File: src/rtl/data_mem_controller_if.sv
// Word-wide data memory bus between the MEM-stage controller and memory.
//
// Handshake: the controller (master) raises DataMem_Read or any bit of
// DataMem_Write together with DataMem_Address/DataMem_Out and keeps all of
// them stable until the memory (slave) answers with DataMem_Ready=1 for one
// cycle. That cycle completes the access: read data on DataMem_In is valid
// only in that cycle. The strobes drop on the following edge. Ready seen
// while no strobe is raised carries no meaning and is ignored.
interface data_mem_controller_if #(
  parameter int BUS_ADDR_W = 30
);
  logic                  DataMem_Read;
  logic [3:0]            DataMem_Write;
  logic [BUS_ADDR_W-1:0] DataMem_Address;
  logic [31:0]           DataMem_Out;
  logic [31:0]           DataMem_In;
  logic                  DataMem_Ready;

  modport master (
    output DataMem_Read, DataMem_Write, DataMem_Address, DataMem_Out,
    input  DataMem_In, DataMem_Ready
  );

  modport slave (
    input  DataMem_Read, DataMem_Write, DataMem_Address, DataMem_Out,
    output DataMem_In, DataMem_Ready
  );
endinterface

File: src/rtl/data_mem_controller.sv
// MEM-stage data memory controller: big-endian lane steering, load
// extension, LL/SC reservation and a stall request for the hazard unit.
module data_mem_controller #(
  parameter int BUS_ADDR_W = 30
) (
  input  logic                  clock,
  input  logic                  reset,
  input  logic                  MEM_MemRead,
  input  logic                  MEM_MemWrite,
  input  logic [1:0]            MEM_Size,
  input  logic                  MEM_SignExtend,
  input  logic                  MEM_LLSC,
  input  logic [31:0]           MEM_Address,
  input  logic [31:0]           MEM_WriteData,
  input  logic                  MEM_PipeStall,
  input  logic                  LLSC_Clear,
  output logic                  MEM_Stall_Controller,
  output logic [31:0]           MEM_ReadData,
  output logic                  MEM_AddrError,
  output logic [1:0]            debug_state,
  data_mem_controller_if.master bus
);
  typedef enum logic [1:0] {IDLE = 2'd0, ACCESS = 2'd1, DONE = 2'd2} state_t;
  state_t state, state_next;

  logic                  is_access, addr_error, sc_fail, req, complete;
  logic                  resv_valid, resv_clear, resv_set;
  logic [BUS_ADDR_W-1:0] resv_addr, word_addr;
  logic [1:0]            acc_off, acc_size;
  logic                  acc_sign, acc_write, acc_llsc;
  logic [31:0]           read_data_q, load_val, store_data;
  logic [3:0]            store_be;
  logic [7:0]            load_byte;
  logic [15:0]           load_half;

  assign word_addr = MEM_Address[BUS_ADDR_W+1:2];
  assign is_access = MEM_MemRead | MEM_MemWrite;

  // A failed SC is decided only before issue; once an SC has completed the
  // reservation is gone, and the held result must not be overridden.
  assign sc_fail  = (state == IDLE) & MEM_MemWrite & MEM_LLSC &
                    ~(resv_valid & (resv_addr == word_addr));
  assign req      = is_access & ~addr_error & ~sc_fail;
  assign complete = (state == ACCESS) & bus.DataMem_Ready;

  // Stall never looks at MEM_PipeStall, so no loop through the hazard unit.
  assign MEM_Stall_Controller = req & (state != DONE);
  assign MEM_AddrError        = addr_error;
  assign MEM_ReadData         = sc_fail ? 32'h0 : read_data_q;
  assign debug_state          = state;

  // Alignment check: half needs A[0]=0, word (and reserved size) needs A[1:0]=0.
  always_comb begin
    addr_error = 1'b0;
    if (is_access) begin
      case (MEM_Size)
        2'b00:   addr_error = 1'b0;
        2'b01:   addr_error = MEM_Address[0];
        default: addr_error = |MEM_Address[1:0];
      endcase
    end
  end

  // Big-endian store lanes: byte 0 of a word lives in bits 31:24.
  always_comb begin
    store_be   = 4'b1111;
    store_data = MEM_WriteData;
    case (MEM_Size)
      2'b00: begin
        store_be   = 4'b1000 >> MEM_Address[1:0];
        store_data = {4{MEM_WriteData[7:0]}};
      end
      2'b01: begin
        store_be   = MEM_Address[1] ? 4'b0011 : 4'b1100;
        store_data = {2{MEM_WriteData[15:0]}};
      end
      default: ;
    endcase
  end

  // Load lane select and extension, using the offset/size latched at issue.
  always_comb begin
    load_byte = 8'h0;
    case (acc_off)
      2'd0: load_byte = bus.DataMem_In[31:24];
      2'd1: load_byte = bus.DataMem_In[23:16];
      2'd2: load_byte = bus.DataMem_In[15:8];
      2'd3: load_byte = bus.DataMem_In[7:0];
      default: ;
    endcase
    load_half = acc_off[1] ? bus.DataMem_In[15:0] : bus.DataMem_In[31:16];
    case (acc_size)
      2'b00:   load_val = {{24{acc_sign & load_byte[7]}}, load_byte};
      2'b01:   load_val = {{16{acc_sign & load_half[15]}}, load_half};
      default: load_val = bus.DataMem_In;
    endcase
  end

  // State register.
  always_ff @(posedge clock) begin
    if (reset) state <= IDLE;
    else       state <= state_next;
  end

  // Next state: one bus access per instruction, retire when MEM advances.
  always_comb begin
    state_next = state;
    case (state)
      IDLE:    if (req) state_next = ACCESS;
      ACCESS:  if (bus.DataMem_Ready) state_next = DONE;
      DONE:    if (!MEM_PipeStall) state_next = IDLE;
      default: state_next = IDLE;
    endcase
  end

  // Bus strobes launched from IDLE, held through ACCESS, dropped on completion.
  always_ff @(posedge clock) begin
    if (reset) begin
      bus.DataMem_Read    <= 1'b0;
      bus.DataMem_Write   <= 4'b0000;
      bus.DataMem_Address <= '0;
      bus.DataMem_Out     <= 32'h0;
      acc_off             <= 2'b00;
      acc_size            <= 2'b00;
      acc_sign            <= 1'b0;
      acc_write           <= 1'b0;
      acc_llsc            <= 1'b0;
      read_data_q         <= 32'h0;
    end else if ((state == IDLE) && req) begin
      bus.DataMem_Read    <= ~MEM_MemWrite;
      bus.DataMem_Write   <= MEM_MemWrite ? store_be : 4'b0000;
      bus.DataMem_Address <= word_addr;
      bus.DataMem_Out     <= store_data;
      acc_off             <= MEM_Address[1:0];
      acc_size            <= MEM_Size;
      acc_sign            <= MEM_SignExtend;
      acc_write           <= MEM_MemWrite;
      acc_llsc            <= MEM_LLSC;
    end else if (complete) begin
      bus.DataMem_Read    <= 1'b0;
      bus.DataMem_Write   <= 4'b0000;
      read_data_q         <= acc_write ? {31'h0, acc_llsc} : load_val;
    end
  end

  assign resv_clear = LLSC_Clear | sc_fail |
                      (complete & acc_write &
                       (acc_llsc | (resv_valid & (resv_addr == bus.DataMem_Address))));
  assign resv_set   = complete & ~acc_write & acc_llsc;

  // LL/SC reservation; a clear beats a set arriving in the same cycle.
  always_ff @(posedge clock) begin
    if (reset) begin
      resv_valid <= 1'b0;
      resv_addr  <= '0;
    end else if (resv_clear) begin
      resv_valid <= 1'b0;
    end else if (resv_set) begin
      resv_valid <= 1'b1;
      resv_addr  <= bus.DataMem_Address;
    end
  end
endmodule
File: src/flat_wrapper.sv
// flat-port wrapper written by rule: the top's interface ports become plain ports
module data_mem_controller_flat 
#(
  parameter int BUS_ADDR_W = 30
)
  (clock, reset, MEM_MemRead, MEM_MemWrite, MEM_Size, MEM_SignExtend, MEM_LLSC, MEM_Address, MEM_WriteData, MEM_PipeStall, LLSC_Clear, MEM_Stall_Controller, MEM_ReadData, MEM_AddrError, debug_state, bus_DataMem_Read, bus_DataMem_Write, bus_DataMem_Address, bus_DataMem_Out, bus_DataMem_In, bus_DataMem_Ready);
  data_mem_controller_if #(.BUS_ADDR_W(BUS_ADDR_W)) bus_i ();
  input  logic clock;
  input  logic reset;
  input  logic MEM_MemRead;
  input  logic MEM_MemWrite;
  input  logic [1:0] MEM_Size;
  input  logic MEM_SignExtend;
  input  logic MEM_LLSC;
  input  logic [31:0] MEM_Address;
  input  logic [31:0] MEM_WriteData;
  input  logic MEM_PipeStall;
  input  logic LLSC_Clear;
  output logic MEM_Stall_Controller;
  output logic [31:0] MEM_ReadData;
  output logic MEM_AddrError;
  output logic [1:0] debug_state;
  output wire logic [$bits(bus_i.DataMem_Read)-1:0] bus_DataMem_Read;
  output wire logic [$bits(bus_i.DataMem_Write)-1:0] bus_DataMem_Write;
  output wire logic [$bits(bus_i.DataMem_Address)-1:0] bus_DataMem_Address;
  output wire logic [$bits(bus_i.DataMem_Out)-1:0] bus_DataMem_Out;
  input wire logic [$bits(bus_i.DataMem_In)-1:0] bus_DataMem_In;
  input wire logic [$bits(bus_i.DataMem_Ready)-1:0] bus_DataMem_Ready;
  assign bus_DataMem_Read = bus_i.DataMem_Read;
  assign bus_DataMem_Write = bus_i.DataMem_Write;
  assign bus_DataMem_Address = bus_i.DataMem_Address;
  assign bus_DataMem_Out = bus_i.DataMem_Out;
  assign bus_i.DataMem_In = bus_DataMem_In;
  assign bus_i.DataMem_Ready = bus_DataMem_Ready;
  data_mem_controller #(.BUS_ADDR_W(BUS_ADDR_W)) u_core (.clock(clock), .reset(reset), .MEM_MemRead(MEM_MemRead), .MEM_MemWrite(MEM_MemWrite), .MEM_Size(MEM_Size), .MEM_SignExtend(MEM_SignExtend), .MEM_LLSC(MEM_LLSC), .MEM_Address(MEM_Address), .MEM_WriteData(MEM_WriteData), .MEM_PipeStall(MEM_PipeStall), .LLSC_Clear(LLSC_Clear), .MEM_Stall_Controller(MEM_Stall_Controller), .MEM_ReadData(MEM_ReadData), .MEM_AddrError(MEM_AddrError), .debug_state(debug_state), .bus(bus_i));
endmodule
File: config.mk
export PLATFORM = sky130hd
export DESIGN_NAME = data_mem_controller_flat
export DESIGN_NICKNAME = d
export VERILOG_FILES = /design/src/rtl/data_mem_controller_if.sv /design/src/rtl/data_mem_controller.sv /design/src/flat_wrapper.sv
export SDC_FILE = /design/constraint.sdc
export NUM_CORES = 1
export LEC_CHECK = 0
export BUFFER_PORTS_ARGS = -buffer_cell sky130_fd_sc_hd__buf_2
export CELL_PAD_IN_SITES_DETAIL_PLACEMENT = 1
export CELL_PAD_IN_SITES_GLOBAL_PLACEMENT = 1
export CORE_MARGIN = 3
export CORE_UTILIZATION = 35
export CTS_CLUSTER_SIZE = 8
export DETAILED_ROUTE_END_ITERATION = 10
export PLACE_DENSITY_LB_ADDON = 0.1
export SLEW_MARGIN = 20
export SYNTH_ARGS = -nofsm -noshare
export SYNTH_HDL_FRONTEND = slang
export SYNTH_SLANG_ARGS = --single-unit
File: constraint.sdc
create_clock -name clock -period 7.1 [get_ports clock]
set_input_delay 0.355 -clock clock [delete_from_list [all_inputs] [get_ports clock]]
set_output_delay 0.355 -clock clock [all_outputs]
set_load 0.02 [all_outputs]
== After elaboration in Yosys (flattened, before gate mapping) ==
Cells that the tools add are included.

* Register bits after elaboration: 139
* Input bits: 107
* Output and inout bits: 103
* Word-level logic and storage cells: 83

* Equal/unequal tests: 13
* Shift-type cells: 1
* Muxes and demuxes: 19
* Bitwise operators: 26
* Reductions and logical operators: 11

{| class="wikitable"
|+ Operators by type and width
! operator !! number
|-
| $pmux W32 S2 || 2
|-
| $mux W32 || 2
|-
| $eq A30 B30 Y1 || 2
|-
| $pmux W8 S4 || 1
|-
| $mux W16 || 1
|-
| $mux W4 || 4
|-
| $and A1 B1 Y1 || 15
|-
| $eq A2 B1 Y1 const B || 4
|-
| $logic_not A2 Y1 || 4
|-
| $pmux W4 S2 || 1
|-
| $not A1 Y1 || 7
|-
| $eq A2 B2 Y1 const B || 3
|-
| $mux W2 || 3
|-
| $ne A2 B2 Y1 const B || 3
|-
| $pmux W2 S3 || 1
|-
| $or A1 B1 Y1 || 4
|-
| $reduce_and A2 Y1 || 2
|-
| $reduce_or A2 Y1 || 2
|-
| $shr A4 B2 Y4 const A || 1
|-
| $mux W1 || 3
|-
| $reduce_and A3 Y1 || 1
|-
| $ne A2 B1 Y1 const B || 1
|-
| $pmux W1 S2 || 1
|-
| $reduce_bool A2 Y1 || 1
|-
| $logic_and A1 B1 Y1 || 1
|}

== Longest topological paths before layout ==
Gate-level depths: netlist of the first run.

* Depth after elaboration: 9
* Mapped depth: 9
* Depth with buffers taken out: 6

== Least setup slack after synthesis of the first run ==
OpenSTA, ideal clock, no wires.

* Path kind: input to output
* Start: input MEM_Address[4]
* End: output MEM_ReadData[11]
* Arrival time: 2.149 ns
* Data required time: 6.745 ns
* Setup slack: 4.596 ns
* Stages on the path: 7
* Path buffers: 2
* Cells stage by stage: xnor2_1 -> nand4_1 -> or4_1 -> o2111ai_1 -> clkbuf_1 -> clkbuf_1 -> and2_1

* Word-level cells in the longest chain between the ends: 5

{| class="wikitable"
|+ Ends and longest elaborated chain
! what !! line !! source
|-
| start, declared || flat_wrapper.sv:15 || <nowiki>input logic [31:0] MEM_Address;</nowiki>
|-
| $eq A30 B30 Y1 || data_mem_controller.sv:42 || <nowiki>~(resv_valid & (resv_addr == word_addr));</nowiki>
|-
| $and A1 B1 Y1 || data_mem_controller.sv:42 ||
|-
| $not A1 Y1 || data_mem_controller.sv:42 ||
|-
| $and A1 B1 Y1 || data_mem_controller.sv:41 || <nowiki>assign sc_fail = (state == IDLE) & MEM_MemWrite & MEM_LLSC &</nowiki>
|-
| $mux W32 || data_mem_controller.sv:49 || <nowiki>assign MEM_ReadData = sc_fail ? 32'h0 : read_data_q;</nowiki>
|-
| end, declared || flat_wrapper.sv:20 || <nowiki>output logic [31:0] MEM_ReadData;</nowiki>
|}

No other way between the ends.

== Final worst setup path of the first run ==
* Start: register u_core.resv_addr[16]
* End: output MEM_Stall_Controller

* Word-level cells in the longest chain between the ends: 7

{| class="wikitable"
|+ Ends and longest elaborated chain
! what !! line !! source
|-
| start, declared || data_mem_controller.sv:28 || <nowiki>logic [BUS_ADDR_W-1:0] resv_addr, word_addr;</nowiki>
|-
| start signal, assigned || data_mem_controller.sv:160 || <nowiki>resv_addr <= bus.DataMem_Address;</nowiki>
|-
| $eq A30 B30 Y1 || data_mem_controller.sv:42 ||
|-
| $and A1 B1 Y1 || data_mem_controller.sv:42 ||
|-
| $not A1 Y1 || data_mem_controller.sv:42 ||
|-
| $and A1 B1 Y1 || data_mem_controller.sv:41 ||
|-
| $not A1 Y1 || data_mem_controller.sv:43 || <nowiki>assign req = is_access & ~addr_error & ~sc_fail;</nowiki>
|-
| $and A1 B1 Y1 || data_mem_controller.sv:43 ||
|-
| $and A1 B1 Y1 || data_mem_controller.sv:47 || <nowiki>assign MEM_Stall_Controller = req & (state != DONE);</nowiki>
|-
| end, declared || flat_wrapper.sv:19 || <nowiki>output logic MEM_Stall_Controller;</nowiki>
|}

No other way between the ends.

==> flow_summary.html, run 1 <==
<table>
<tr><th>Metric</th><th>Value</th></tr>
<tr><th colspan="2">Run status</th></tr>
<tr><td>Result of the run</td><td>finished, final reports clean</td></tr>
<tr><th colspan="2">Hold path</th></tr>
<tr><td>Class of the most critical hold timing path</td><td>in2reg</td></tr>
<tr><td>Beginning of the worst hold path</td><td>MEM_PipeStall</td></tr>
<tr><th colspan="2">Critical path</th></tr>
<tr><td>Cell class contributing the biggest share of worst-path delay</td><td>simple AND/OR/NAND/NOR gates</td></tr>
<tr><td>Delay of the slowest critical-path stage</td><td>740 ps</td></tr>
<tr><td>CP Cell Sequence</td><td>xnor2_1 -&gt; nand4_1 -&gt; or4_1 -&gt; o2111ai_4 -&gt; buf_4 -&gt; nand2_1 -&gt; nor2_1 -&gt; buf_2</td></tr>
<tr><td>Worst Setup End Kind</td><td>output pin</td></tr>
<tr><td>Critical Path Source</td><td>u_core.resv_addr[16]</td></tr>
<tr><td>Critical Path AT</td><td>about 3600 ps</td></tr>
<tr><td>Critical Path Fanout Max</td><td>76</td></tr>
<tr><td>Data required time of the worst path</td><td>around 6700 ps</td></tr>
<tr><td>Startpoint class of the critical path</td><td>flip-flop</td></tr>
<tr><td>Critical Path Slowest Stage Cell</td><td>buf_4</td></tr>
<tr><td>Buf/Inv on CP</td><td>2</td></tr>
<tr><td>WS Path Type</td><td>reg2out</td></tr>
<tr><td>FF-to-FF Start</td><td>u_core.resv_addr[16]</td></tr>
<tr><th colspan="2">Floorplanning</th></tr>
<tr><td>Placeable core area</td><td>0.0191 sq mm</td></tr>
<tr><td>Boundary Pins</td><td>210</td></tr>
<tr><td>Initial Util</td><td>0.363</td></tr>
<tr><td>Number of standard-cell rows in the floorplan</td><td>50</td></tr>
<tr><td>Floorplan die area</td><td>around 0.022 sq mm</td></tr>
<tr><td>Width of the chip</td><td>147 um</td></tr>
<tr><td>DIE HEIGHT</td><td>between 100 and 150 um</td></tr>
<tr><th colspan="2">Timing</th></tr>
<tr><td>Final hold violations</td><td>0</td></tr>
<tr><td>Tmin final</td><td>between 3000 and 4000 ps</td></tr>
<tr><td>Worst slew margin relative to its limit</td><td>0.437</td></tr>
<tr><td>Accumulated negative setup slack</td><td>0 ps</td></tr>
<tr><td>Max Slew Vio Count</td><td>0</td></tr>
<tr><td>Setup repair after global routing missed its margin</td><td>no</td></tr>
<tr><td>Clock skew after layout</td><td>8.43 ps</td></tr>
<tr><td>Share of the clock period used by the worst path</td><td>0.553</td></tr>
<tr><td>Setup violations, final</td><td>0</td></tr>
<tr><td>Slew at the pin closest to its max-slew limit</td><td>approximately 840 ps</td></tr>
<tr><td>Max Clock Freq</td><td>approximately 250 MHz</td></tr>
<tr><th colspan="2">Detailed routing</th></tr>
<tr><td>Post-Route WL</td><td>between 20 and 30 mm</td></tr>
<tr><td>DR iter-0 viols</td><td>446</td></tr>
<tr><td>DRC violations left</td><td>0</td></tr>
<tr><td>Detailed Routing Iterations Pass 1</td><td>5</td></tr>
<tr><td>Vias/cell</td><td>~5.4</td></tr>
<tr><td>Via count</td><td>around 6,900</td></tr>
<tr><td>WL per Instance</td><td>between 15 and 20 um</td></tr>
<tr><td>Number of antenna-violating nets in the routed design</td><td>0</td></tr>
<tr><th colspan="2">Pwr</th></tr>
<tr><td>Power per standard cell area</td><td>255 mW/mm^2</td></tr>
<tr><td>Worst ir drop on vdd</td><td>about 0.00018 V</td></tr>
<tr><td>Switching part of the total power</td><td>0.288</td></tr>
<tr><td>Int Pwr</td><td>about 1.6 mW</td></tr>
<tr><td>Overall Power</td><td>between 2 and 2.5 mW</td></tr>
<tr><td>Switching power</td><td>between 0.6 and 0.7 mW</td></tr>
<tr><td>Proportion of power drawn by the clock network</td><td>0.446</td></tr>
<tr><td>Static power due to leakage</td><td>~3.6 nW</td></tr>
<tr><td>Relative contribution of combinational cells to total power</td><td>0.170</td></tr>
<tr><td>Part of the total power dissipated in sequential elements</td><td>0.384</td></tr>
<tr><th colspan="2">Synthesis</th></tr>
<tr><td>Number of enable flip-flop cells after synthesis</td><td>0</td></tr>
<tr><td>Seq/Total Area, Yosys</td><td>0.401</td></tr>
<tr><td>Number of library cell types mapped by synthesis</td><td>38</td></tr>
<tr><td>Flops &amp; latches, synth</td><td>139</td></tr>
<tr><td>Number of nets produced by synthesis</td><td>around 950</td></tr>
<tr><td>Cell area after synthesis</td><td>0.00693 sq mm</td></tr>
<tr><td>Post-synthesis average cell area</td><td>about 8.2 sq um</td></tr>
<tr><td>Async set-reset flop share out of synthesis</td><td>0</td></tr>
<tr><td>Top flip-flop cell by instance count after synthesis</td><td>dfxtp_1</td></tr>
<tr><td>Synthesis Warnings</td><td>0</td></tr>
<tr><td>Mapped Cells</td><td>847</td></tr>
<tr><th colspan="2">Clocking</th></tr>
<tr><td>Clock Path Buffers</td><td>2</td></tr>
<tr><td>Total of cells resized after clock tree synthesis</td><td>0</td></tr>
<tr><td>Clock network latency to the later pin of the worst-skew pair</td><td>~430 ps</td></tr>
<tr><td>Number of buffers created by CTS</td><td>17</td></tr>
<tr><td>Buffer cell driving the clock tree root</td><td>clkbuf_16</td></tr>
<tr><td>Maximum level of the CTS H-tree</td><td>4</td></tr>
<tr><td>Hold buffers post-CTS</td><td>0</td></tr>
<tr><td>Clock-pin slew on the worst setup and hold paths</td><td>roughly 60 ps</td></tr>
<tr><td>CTS tree</td><td>yes</td></tr>
<tr><td>Post-CTS setup repair buffer count</td><td>0</td></tr>
<tr><td>Num Clock Sinks</td><td>roughly 140</td></tr>
<tr><th colspan="2">Final layout</th></tr>
<tr><td>Area of the multi-input gates</td><td>0.00385 sq mm</td></tr>
<tr><td>Nets</td><td>roughly 1,100</td></tr>
<tr><td>Final Non-Filler Cells</td><td>~1,300</td></tr>
<tr><td>Highest-count cells in the layout ignoring fill and taps</td><td>buf_2, dfxtp_1, a21oi_1</td></tr>
<tr><td># fillers</td><td>~2,300</td></tr>
<tr><td>Layout area overhead</td><td>26.7%</td></tr>
<tr><td>Share of post-route cells with drive strength above 1</td><td>0.261</td></tr>
<tr><td>FF+latch area</td><td>approximately 0.0028 sq mm</td></tr>
<tr><td>Most common cell after layout, fill and taps aside</td><td>buf_2</td></tr>
<tr><th colspan="2">GRT</th></tr>
<tr><td>GR Overflow Total</td><td>0</td></tr>
<tr><td>Via count of the first global-routing pass</td><td>6,932</td></tr>
<tr><td>First-pass GRT wire length</td><td>39.5 mm</td></tr>
<tr><td>Total global routing track utilization</td><td>0.229</td></tr>
<tr><td>Number of antenna violations at the first check in global routing</td><td>2</td></tr>
<tr><td>Largest net degree at the start of global routing</td><td>77</td></tr>
<tr><th colspan="2">Flow run</th></tr>
<tr><td>Max cap viols</td><td>0</td></tr>
<tr><th colspan="2">Placement</th></tr>
<tr><td>Final weighted congestion in routability-driven placement</td><td>about 0.86</td></tr>
<tr><td>Cell Count Post-Placement</td><td>~1,300</td></tr>
<tr><td>Detail Placement HPWL</td><td>~17 mm</td></tr>
<tr><td>Count of port buffers added during placement</td><td>between 200 and 250</td></tr>
</table>
layout make-up:
type                            count  area share
Timing Repair Buffer              220       0.129
Sequential cell                   139       0.317
Clock buffer                       19      0.0504
Antenna cell                        2    0.000570
Clock inverter                     13      0.0244
Tap cell                          260      0.0370
Inverter                            9     0.00385
Multi-Input combinational cell    626       0.438
registers in the layout (all words and copies together), names as in the netlist, 2 cells and up:
name / cells
u_core.acc_off: 2
u_core.acc_size: 2
u_core.bus.DataMem_Address: 30
u_core.bus.DataMem_Out: 32
u_core.bus.DataMem_Write: 4
u_core.debug_state: 2
u_core.read_data_q: 32
u_core.resv_addr: 30
power by group through the flow:
stage | logic, mW | clock network, mW | registers, mW
after CTS | 0.384 | 1.02 | 0.860
after global routing | 0.417 | 1.05 | 0.867
final | 0.381 | 0.999 | 0.860
after detailed placement | 0.381 | 0 | 0.877
after global placement | 0.379 | 0 | 0.877
after floorplan | 0.201 | 0 | 0.903
cell usage after synthesis (11+ instances only):
cell,n,area share
clkbuf_1,64,0.035
dfxtp_1,139,0.40
nand4_1,11,0.0099
nand2_1,84,0.045
xor2_1,22,0.028
mux2i_1,23,0.033
and2_1,32,0.029
nor2_1,33,0.018
o21ai_0,72,0.052
nand2b_1,25,0.023
a21oi_1,127,0.092
or4_1,11,0.012
xnor2_1,38,0.048
nand3_1,46,0.033
a22o_1,25,0.032
path summary, 6_finish.rpt:
check | endpoint | slack (ps) | cells after the start
worst max-delay path | MEM_Stall_Controller | 3180 | 8
worst min-delay path | u_core.debug_state[1] | 160 | 3
worst max register to register | u_core.bus.DataMem_Out[8] | 3840 | 7
worst min register to register | u_core.read_data_q[4] | 460 | 2
stage by stage:
stage          setup WS [ps]  area [sq um]  hold WS, ps  utilization
2_1_floorplan           4600          6930          432            -
3_3_place_gp            3510          8120          443        0.426
3_5_place_dp            3470          8120          447        0.426
4_1_cts                 3150          8780          144        0.460
5_1_grt                 2920          8780          186        0.460
6_report                3180          8780          162        0.460
routing by layer:
layer	up-vias	routed length [um]	GRT usage	part of all wire
met2	211	11700	0.364	0.46
met5	-	9	0	0.00036
met3	32	1520	0.0475	0.060
met4	2	455	0.0706	0.018
li1	3352	-	-	-
met1	3333	11500	0.313	0.46
kinds of logic after synthesis:
family | Yosys count | share of synthesized area
flops | 139 | 0.401
buf+inv | 82 | 0.0478
mux | 30 | 0.0559
simple gates | 264 | 0.190
compound gates | 272 | 0.229
xor+xnor | 60 | 0.0758
worst register-to-register path, stage by stage (launching register included):
cell and delay [ps]:
dfxtp_1 340, xnor2_1 220, nand4_1 150, or4_1 610, o2111ai_4 600, buf_4 740, a21oi_1 180, a311oi_1 320
Note: power is estimated with default switching activity, not from simulation.
==> run 2: changes to the inputs <==
ABC_AREA = 1   (was default)
clock period = 4.05 ns   (was 7.1 ns; I/O delays follow)
==> flow_summary.html, run 2 <==
<table>
<tr><th>Metric</th><th>Value</th></tr>
<tr><th colspan="2">Run status</th></tr>
<tr><td>Result of the run</td><td>finished, final reports clean</td></tr>
<tr><th colspan="2">Critical path</th></tr>
<tr><td>Cell class contributing the biggest share of worst-path delay</td><td>compound AO/OA/AOI/OAI gates</td></tr>
<tr><td>Library cell appearing most often on the critical path</td><td>nand2_1</td></tr>
<tr><td>Critical Path Fanout Max</td><td>30</td></tr>
<tr><td>Worst Setup End Kind</td><td>output pin</td></tr>
<tr><td>Critical Path Slowest Stage Cell</td><td>o21a_2</td></tr>
<tr><td>R2R Setup Slk</td><td>between 1000 and 1500 ps</td></tr>
<tr><td>Critical Path AT</td><td>2790 ps</td></tr>
<tr><td>Startpoint class of the critical path</td><td>flip-flop</td></tr>
<tr><td>Delay of the slowest critical-path stage</td><td>620 ps</td></tr>
<tr><td>CP Cell Sequence</td><td>inv_1 -&gt; nand2_1 -&gt; o21ai_0 -&gt; nor2_1 -&gt; nand2_1 -&gt; nor2_1 -&gt; nand2_1 -&gt; nor2_2 -&gt; o21a_2 -&gt; a21boi_0 -&gt; buf_2</td></tr>
<tr><td>Data required time of the worst path</td><td>just under 4000 ps</td></tr>
<tr><td>Buf/Inv on CP</td><td>2</td></tr>
<tr><td>WS Path Type</td><td>reg2out</td></tr>
<tr><th colspan="2">Floorplanning</th></tr>
<tr><td>Width of the chip</td><td>roughly 160 um</td></tr>
<tr><td>DIE HEIGHT</td><td>155 um</td></tr>
<tr><td>Initial Util</td><td>0.364</td></tr>
<tr><td>Floorplan die area</td><td>0.0241 sq mm</td></tr>
<tr><td>Boundary Pins</td><td>210</td></tr>
<tr><td>Placeable core area</td><td>between 0.02 and 0.025 sq mm</td></tr>
<tr><td>Number of standard-cell rows in the floorplan</td><td>53</td></tr>
<tr><th colspan="2">Synthesis</th></tr>
<tr><td>Synthesis Warnings</td><td>0</td></tr>
<tr><td>Fraction of the mapped netlist area in compound gates</td><td>0.149</td></tr>
<tr><td>Number of library cell types mapped by synthesis</td><td>32</td></tr>
<tr><td>Synthesized-area fraction occupied by adder cells</td><td>0</td></tr>
<tr><td>Top cell type by total area after synthesis</td><td>dfxtp_1</td></tr>
<tr><td>Post-synthesis average cell area</td><td>6.10 sq um</td></tr>
<tr><td>Seq/Total Area, Yosys</td><td>0.357</td></tr>
<tr><td>Number of enable flip-flop cells after synthesis</td><td>0</td></tr>
<tr><td>Flops &amp; latches, synth</td><td>roughly 140</td></tr>
<tr><td>Post-synthesis mux area share</td><td>0</td></tr>
<tr><td>Top flip-flop cell by instance count after synthesis</td><td>dfxtp_1</td></tr>
<tr><td>Simple-gate share of the synthesized area</td><td>0.349</td></tr>
<tr><td>Mapped Cells</td><td>between 1,000 and 1,500</td></tr>
<tr><td>Most frequent cell after synthesis</td><td>nand2_1</td></tr>
<tr><td>Most common library cells after synthesis</td><td>nand2_1, inv_1, dfxtp_1, nor2_1, a21oi_1</td></tr>
<tr><td>Yosys top cell area share</td><td>0.357</td></tr>
<tr><td>Async set-reset flop share out of synthesis</td><td>0</td></tr>
<tr><td>XOR/XNOR Fraction of Synth Area</td><td>0.00899</td></tr>
<tr><td>Number of nets produced by synthesis</td><td>1,385</td></tr>
<tr><td>Cell area after synthesis</td><td>between 0.007 and 0.008 sq mm</td></tr>
<tr><td>Main combinational cell family by area after synthesis</td><td>simple AND/OR/NAND/NOR gates</td></tr>
<tr><td>Dominant cells by area after synthesis</td><td>dfxtp_1, nand2_1, inv_1</td></tr>
<tr><th colspan="2">Detailed routing</th></tr>
<tr><td>Post-Route WL</td><td>29.2 mm</td></tr>
<tr><td>Vias/cell</td><td>approximately 5.0</td></tr>
<tr><td>Number of antenna-violating nets in the routed design</td><td>0</td></tr>
<tr><td>DRC violations left</td><td>0</td></tr>
<tr><td>DR iter-0 viols</td><td>498</td></tr>
<tr><td>Via count</td><td>between 8,000 and 9,000</td></tr>
<tr><td>WL per Instance</td><td>approximately 17 um</td></tr>
<tr><td>Detailed Routing Iterations Pass 1</td><td>4</td></tr>
<tr><th colspan="2">Clocking</th></tr>
<tr><td>Hold buffers post-CTS</td><td>0</td></tr>
<tr><td>CTS tree</td><td>yes</td></tr>
<tr><td>Clock Path Buffers</td><td>2</td></tr>
<tr><td>Maximum level of the CTS H-tree</td><td>4</td></tr>
<tr><td>Num Clock Sinks</td><td>between 100 and 150</td></tr>
<tr><td>Clock-pin slew on the worst setup and hold paths</td><td>around 60 ps</td></tr>
<tr><td>Total of cells resized after clock tree synthesis</td><td>0</td></tr>
<tr><td>Number of buffers created by CTS</td><td>17</td></tr>
<tr><td>Post-CTS setup repair buffer count</td><td>0</td></tr>
<tr><td>Buffer cell driving the clock tree root</td><td>clkbuf_16</td></tr>
<tr><td>Clock network latency to the later pin of the worst-skew pair</td><td>~420 ps</td></tr>
<tr><th colspan="2">Pwr</th></tr>
<tr><td>Int Pwr</td><td>about 2.8 mW</td></tr>
<tr><td>Switching power</td><td>1.16 mW</td></tr>
<tr><td>Power per standard cell area</td><td>just over 400 mW/mm^2</td></tr>
<tr><td>Relative contribution of combinational cells to total power</td><td>0.170</td></tr>
<tr><td>Static power due to leakage</td><td>~4.6 nW</td></tr>
<tr><td>Part of the total power dissipated in sequential elements</td><td>0.379</td></tr>
<tr><td>Worst ir drop on vdd</td><td>0.000257 V</td></tr>
<tr><td>Switching part of the total power</td><td>0.296</td></tr>
<tr><td>Overall Power</td><td>between 3 and 4 mW</td></tr>
<tr><td>Proportion of power drawn by the clock network</td><td>0.451</td></tr>
<tr><th colspan="2">Final layout</th></tr>
<tr><td>Final Non-Filler Cells</td><td>~1,700</td></tr>
<tr><td># fillers</td><td>2,971</td></tr>
<tr><td>Nets</td><td>approximately 1,600</td></tr>
<tr><td>Most common cell after layout, fill and taps aside</td><td>nand2_1</td></tr>
<tr><td>Largest registers</td><td>u_core.bus.DataMem_Out (32), u_core.read_data_q (32)</td></tr>
<tr><td>Layout area overhead</td><td>24.1%</td></tr>
<tr><td>Post-route cell area</td><td>0.00967 sq mm</td></tr>
<tr><td>Fin util</td><td>0.451</td></tr>
<tr><td>Share of post-route cells with drive strength above 1</td><td>0.199</td></tr>
<tr><td>Highest-count cells in the layout ignoring fill and taps</td><td>nand2_1, buf_2, inv_1</td></tr>
<tr><th colspan="2">Placement</th></tr>
<tr><td>Post-Place Setup Slack</td><td>about 1200 ps</td></tr>
<tr><td>Detail Placement HPWL</td><td>21.1 mm</td></tr>
<tr><td>Count of port buffers added during placement</td><td>about 210</td></tr>
<tr><td>Final weighted congestion in routability-driven placement</td><td>~0.85</td></tr>
<tr><td>Cell Count Post-Placement</td><td>around 1,700</td></tr>
<tr><td>Instance area after placement</td><td>approximately 0.009 sq mm</td></tr>
<tr><th colspan="2">Timing</th></tr>
<tr><td>Setup violations, final</td><td>0</td></tr>
<tr><td>Setup repair after global routing missed its margin</td><td>no</td></tr>
<tr><td>Max Slew Vio Count</td><td>0</td></tr>
<tr><td>Slew at the pin closest to its max-slew limit</td><td>approximately 730 ps</td></tr>
<tr><td>Final hold slack</td><td>64.1 ps</td></tr>
<tr><td>Tmin final</td><td>between 2000 and 3000 ps</td></tr>
<tr><td>Share of the clock period used by the worst path</td><td>0.739</td></tr>
<tr><td>Final setup margin</td><td>roughly 1100 ps</td></tr>
<tr><td>Clock skew after layout</td><td>around 8 ps</td></tr>
<tr><td>Worst slew margin relative to its limit</td><td>0.510</td></tr>
<tr><td>Max Clock Freq</td><td>roughly 330 MHz</td></tr>
<tr><td>Final hold violations</td><td>0</td></tr>
<tr><td>Accumulated negative setup slack</td><td>0 ps</td></tr>
<tr><th colspan="2">GRT</th></tr>
<tr><td>Total global routing track utilization</td><td>0.239</td></tr>
<tr><td>Largest net degree at the start of global routing</td><td>slightly below 60</td></tr>
<tr><td>First-pass GRT wire length</td><td>about 47 mm</td></tr>
<tr><td>GR Overflow Total</td><td>0</td></tr>
<tr><td>Via count of the first global-routing pass</td><td>a little under 9,000</td></tr>
<tr><td>Number of antenna violations at the first check in global routing</td><td>2</td></tr>
<tr><th colspan="2">Flow run</th></tr>
<tr><td>Max cap viols</td><td>0</td></tr>
<tr><th colspan="2">Hold path</th></tr>
<tr><td>Class of the most critical hold timing path</td><td>in2reg</td></tr>
</table>
## run 2: layout make-up
class,instances,area (sq um),area share
well taps,275,344,0.0356
repair buffers,227,1180,0.122
clock inverters,13,213,0.0220
diodes,1,2.50,0.000259
clock buffers,19,443,0.0458
inverters,196,736,0.0761
flip-flops and latches,139,2780,0.288
multi-input cells,870,3970,0.410
## run 2: routing by layer
| layer | GRT usage | wire, um | part of all wire |
|---|---|---|---|
| met1 | 0.340 | 13800 | 0.47 |
| met2 | 0.379 | 13300 | 0.45 |
| met3 | 0.0428 | 1790 | 0.061 |
| met4 | 0.0575 | 373 | 0.013 |
| met5 | 0 | 13 | 0.00045 |
## run 2: final timing paths
kind,endpoint,cells after the start,start
worst max-delay path,MEM_Stall_Controller,11,u_core.resv_addr[17]
worst min-delay path,u_core.debug_state[1],3,MEM_PipeStall
worst min register to register,u_core.bus.DataMem_Out[21],2,u_core.bus.DataMem_Out[21]
worst max register to register,u_core.bus.DataMem_Address[25],12,u_core.resv_addr[17]
## run 2: tightest hold or removal path, cell delays in order
cell and delay, ps:
buf_2 100, nand3_1 70, a21oi_1 60
## run 2: kinds of logic (layout without fill, tap and decap cells)
family          after synthesis  count (layout)
compound gates              199             199
xor+xnor                      8               8
buf+inv                     269             455
flops                       139             139
other cells                   0               1
simple gates                663             663
## run 2: power by group through the flow
stage	Clock (mW)	Sequential [mW]	Combinational (mW)
floorplan	0	1.55	0.365
global placement	0	1.51	0.654
detailed placement	0	1.51	0.665
CTS	1.80	1.48	0.670
global route	1.86	1.49	0.740
finish	1.76	1.48	0.664
==> run 3: changes to the inputs <==
clock period = 2.8 ns   (was 4.05 ns; I/O delays follow)
==> flow_summary.html, run 3 (synthesized netlist as in run 2, its figures left out) <==
<table>
<tr><th>Metric</th><th>Value</th></tr>
<tr><th colspan="2">Floorplanning</th></tr>
<tr><td>Floorplan die area</td><td>0.0241 sq mm</td></tr>
<tr><td>Placeable core area</td><td>about 0.021 sq mm</td></tr>
<tr><td>Boundary Pins</td><td>210</td></tr>
<tr><td>Width of the chip</td><td>about 160 um</td></tr>
<tr><td>Initial Util</td><td>0.364</td></tr>
<tr><td>DIE HEIGHT</td><td>around 160 um</td></tr>
<tr><td>Number of standard-cell rows in the floorplan</td><td>between 50 and 60</td></tr>
<tr><th colspan="2">Flow run</th></tr>
<tr><td>Max cap viols</td><td>0</td></tr>
<tr><th colspan="2">Pwr</th></tr>
<tr><td>Switching part of the total power</td><td>0.293</td></tr>
<tr><td>Proportion of power drawn by the clock network</td><td>0.460</td></tr>
<tr><td>Static power due to leakage</td><td>4.70 nW</td></tr>
<tr><td>Power per standard cell area</td><td>585 mW/mm^2</td></tr>
<tr><td>Worst ir drop on vdd</td><td>roughly 0.00036 V</td></tr>
<tr><td>Int Pwr</td><td>~4.1 mW</td></tr>
<tr><td>Relative contribution of combinational cells to total power</td><td>0.172</td></tr>
<tr><td>Part of the total power dissipated in sequential elements</td><td>0.368</td></tr>
<tr><td>Switching power</td><td>1.70 mW</td></tr>
<tr><th colspan="2">Placement</th></tr>
<tr><td>Final weighted congestion in routability-driven placement</td><td>0.861</td></tr>
<tr><td>Count of port buffers added during placement</td><td>~210</td></tr>
<tr><td>Detail Placement HPWL</td><td>just over 20 mm</td></tr>
<tr><th colspan="2">Hold path</th></tr>
<tr><td>Class of the most critical hold timing path</td><td>in2reg</td></tr>
<tr><th colspan="2">Timing</th></tr>
<tr><td>Max Slew Vio Count</td><td>0</td></tr>
<tr><td>Setup repair after global routing missed its margin</td><td>no</td></tr>
<tr><td>Clock skew after layout</td><td>approximately 11 ps</td></tr>
<tr><td>Max Clock Freq</td><td>around 400 MHz</td></tr>
<tr><td>Setup violations, final</td><td>0</td></tr>
<tr><td>Final hold violations</td><td>0</td></tr>
<tr><td>Final hold slack</td><td>roughly 9.5 ps</td></tr>
<tr><td>Slew at the pin closest to its max-slew limit</td><td>1130 ps</td></tr>
<tr><td>Worst slew margin relative to its limit</td><td>0.242</td></tr>
<tr><td>Share of the clock period used by the worst path</td><td>0.904</td></tr>
<tr><td>Accumulated negative setup slack</td><td>0 ps</td></tr>
<tr><td>Tmin final</td><td>~2500 ps</td></tr>
<tr><th colspan="2">Detailed routing</th></tr>
<tr><td>WL per Instance</td><td>roughly 17 um</td></tr>
<tr><td>Number of antenna-violating nets in the routed design</td><td>0</td></tr>
<tr><td>Via count</td><td>8,863</td></tr>
<tr><td>Detailed Routing Iterations Pass 1</td><td>5</td></tr>
<tr><td>DR iter-0 viols</td><td>494</td></tr>
<tr><td>Vias/cell</td><td>5.04</td></tr>
<tr><td>Post-Route WL</td><td>29.4 mm</td></tr>
<tr><td>DRC violations left</td><td>0</td></tr>
<tr><th colspan="2">GRT</th></tr>
<tr><td>First-pass GRT wire length</td><td>47.2 mm</td></tr>
<tr><td>Busiest metal layer after global routing</td><td>met2</td></tr>
<tr><td>Met3 layer usage reported by global route</td><td>0.0484</td></tr>
<tr><td>Total global routing track utilization</td><td>0.242</td></tr>
<tr><td>Number of antenna violations at the first check in global routing</td><td>1</td></tr>
<tr><td>Largest net degree at the start of global routing</td><td>a little over 90</td></tr>
<tr><td>GR Overflow Total</td><td>0</td></tr>
<tr><td>Global routing met1 resource utilization</td><td>0.325</td></tr>
<tr><td>Via count of the first global-routing pass</td><td>around 9,000</td></tr>
<tr><td>Met2 global-route usage</td><td>0.399</td></tr>
<tr><th colspan="2">Critical path</th></tr>
<tr><td>Worst Setup End Kind</td><td>output pin</td></tr>
<tr><td>Startpoint class of the critical path</td><td>flip-flop</td></tr>
<tr><td>Data required time of the worst path</td><td>around 2700 ps</td></tr>
<tr><td>Critical Path AT</td><td>between 2000 and 2500 ps</td></tr>
<tr><td>WS Path Type</td><td>reg2out</td></tr>
<tr><td>Critical Path Fanout Max</td><td>32</td></tr>
<tr><th colspan="2">Run status</th></tr>
<tr><td>Result of the run</td><td>finished, final reports clean</td></tr>
<tr><th colspan="2">Final layout</th></tr>
<tr><td>Share of post-route cells with drive strength above 1</td><td>0.199</td></tr>
<tr><td>Nets</td><td>roughly 1,600</td></tr>
<tr><td>Largest registers</td><td>u_core.bus.DataMem_Out (32), u_core.read_data_q (32)</td></tr>
<tr><td>Most common cell after layout, fill and taps aside</td><td>nand2_1</td></tr>
<tr><td>Highest-count cells in the layout ignoring fill and taps</td><td>nand2_1, buf_2, inv_1</td></tr>
<tr><td>Layout area overhead</td><td>27.3%</td></tr>
<tr><th colspan="2">Clocking</th></tr>
<tr><td>Clock Path Buffers</td><td>2</td></tr>
<tr><td>Number of buffers created by CTS</td><td>17</td></tr>
<tr><td>Buffer cell driving the clock tree root</td><td>clkbuf_16</td></tr>
<tr><td>Num Clock Sinks</td><td>approximately 140</td></tr>
<tr><td>Clock network latency to the later pin of the worst-skew pair</td><td>approximately 430 ps</td></tr>
<tr><td>CTS tree</td><td>yes</td></tr>
<tr><td>Post-CTS setup repair buffer count</td><td>0</td></tr>
<tr><td>Maximum level of the CTS H-tree</td><td>4</td></tr>
<tr><td>Total of cells resized after clock tree synthesis</td><td>0</td></tr>
<tr><td>Clock-pin slew on the worst setup and hold paths</td><td>60 ps</td></tr>
</table>
-- run 3: worst paths after layout --
check | startpoint | end | slack (ps) | depth (start not counted)
worst min-delay path | MEM_Address[13] | u_core.bus.DataMem_Address[11] | 10 | 3
worst max-delay path | u_core.resv_addr[25] | MEM_ReadData[0] | 270 | 12
worst min register to register | u_core.bus.DataMem_Out[19] | u_core.bus.DataMem_Out[19] | 470 | 2
worst max register to register | u_core.resv_addr[25] | u_core.resv_addr[12] | 460 | 15
-- run 3: metrics by stage --
step | setup WS (ps) | util | cell area [sq um] | instances | power, mW
finish | 269 | 0.463 | 9920 | 1760 | 5.80
global route | 63.7 | 0.463 | 9920 | 1760 | 6.06
CTS | 186 | 0.463 | 9920 | 1759 | 5.87
detailed placement | 448 | 0.424 | 9080 | 1711 | 3.16
global placement | 546 | 0.424 | 9080 | 1711 | 3.15
floorplan | 878 | - | 7790 | 1278 | 2.77
-- run 3: final cells by class --
type / instances / area, sq um
antenna: 1 / 2.50
clock buffer: 19 / 443
clock inverter: 13 / 238
fill: 2948 / 11500
inverter: 196 / 736
multi-input combinational: 870 / 3970
sequential: 139 / 2780
tap: 275 / 344
timing repair buffer: 247 / 1410
-- run 3: power by group through the flow --
| stage | logic (mW) | clock network (mW) | registers (mW) |
|---|---|---|---|
| 3_3_place_gp | 0.968 | 0 | 2.18 |
| 6_report | 0.997 | 2.67 | 2.14 |
| 5_1_grt | 1.11 | 2.80 | 2.15 |
| 4_1_cts | 1.00 | 2.73 | 2.14 |
| 2_1_floorplan | 0.527 | 0 | 2.24 |
| 3_5_place_dp | 0.978 | 0 | 2.18 |
-- run 3: routing by layer --
layer  share of wire  routed length [um]  up-vias
met4           0.020                 590        0
li1                -                   -     4427
met2            0.46               13700      206
met5               0                   0        -
met1            0.46               13600     4192
met3           0.053                1550       38
-- run 3: critical path: stages, from the launching register on --
cell	delay, ps
dfxtp_1	370
inv_2	70
nand2_1	60
nand2_1	110
nor2_1	140
nand2_1	60
nor2_1	150
nand2_1	140
nor2_2	150
nor2_2	70
buf_4	250
nor2_1	200
buf_2	200
-- run 3: timing repair --
item / in CTS / in global routing
hold endpoints to repair: 16 / 0
hold buffers: 16 / 0
setup endpoints to repair: 0 / 0
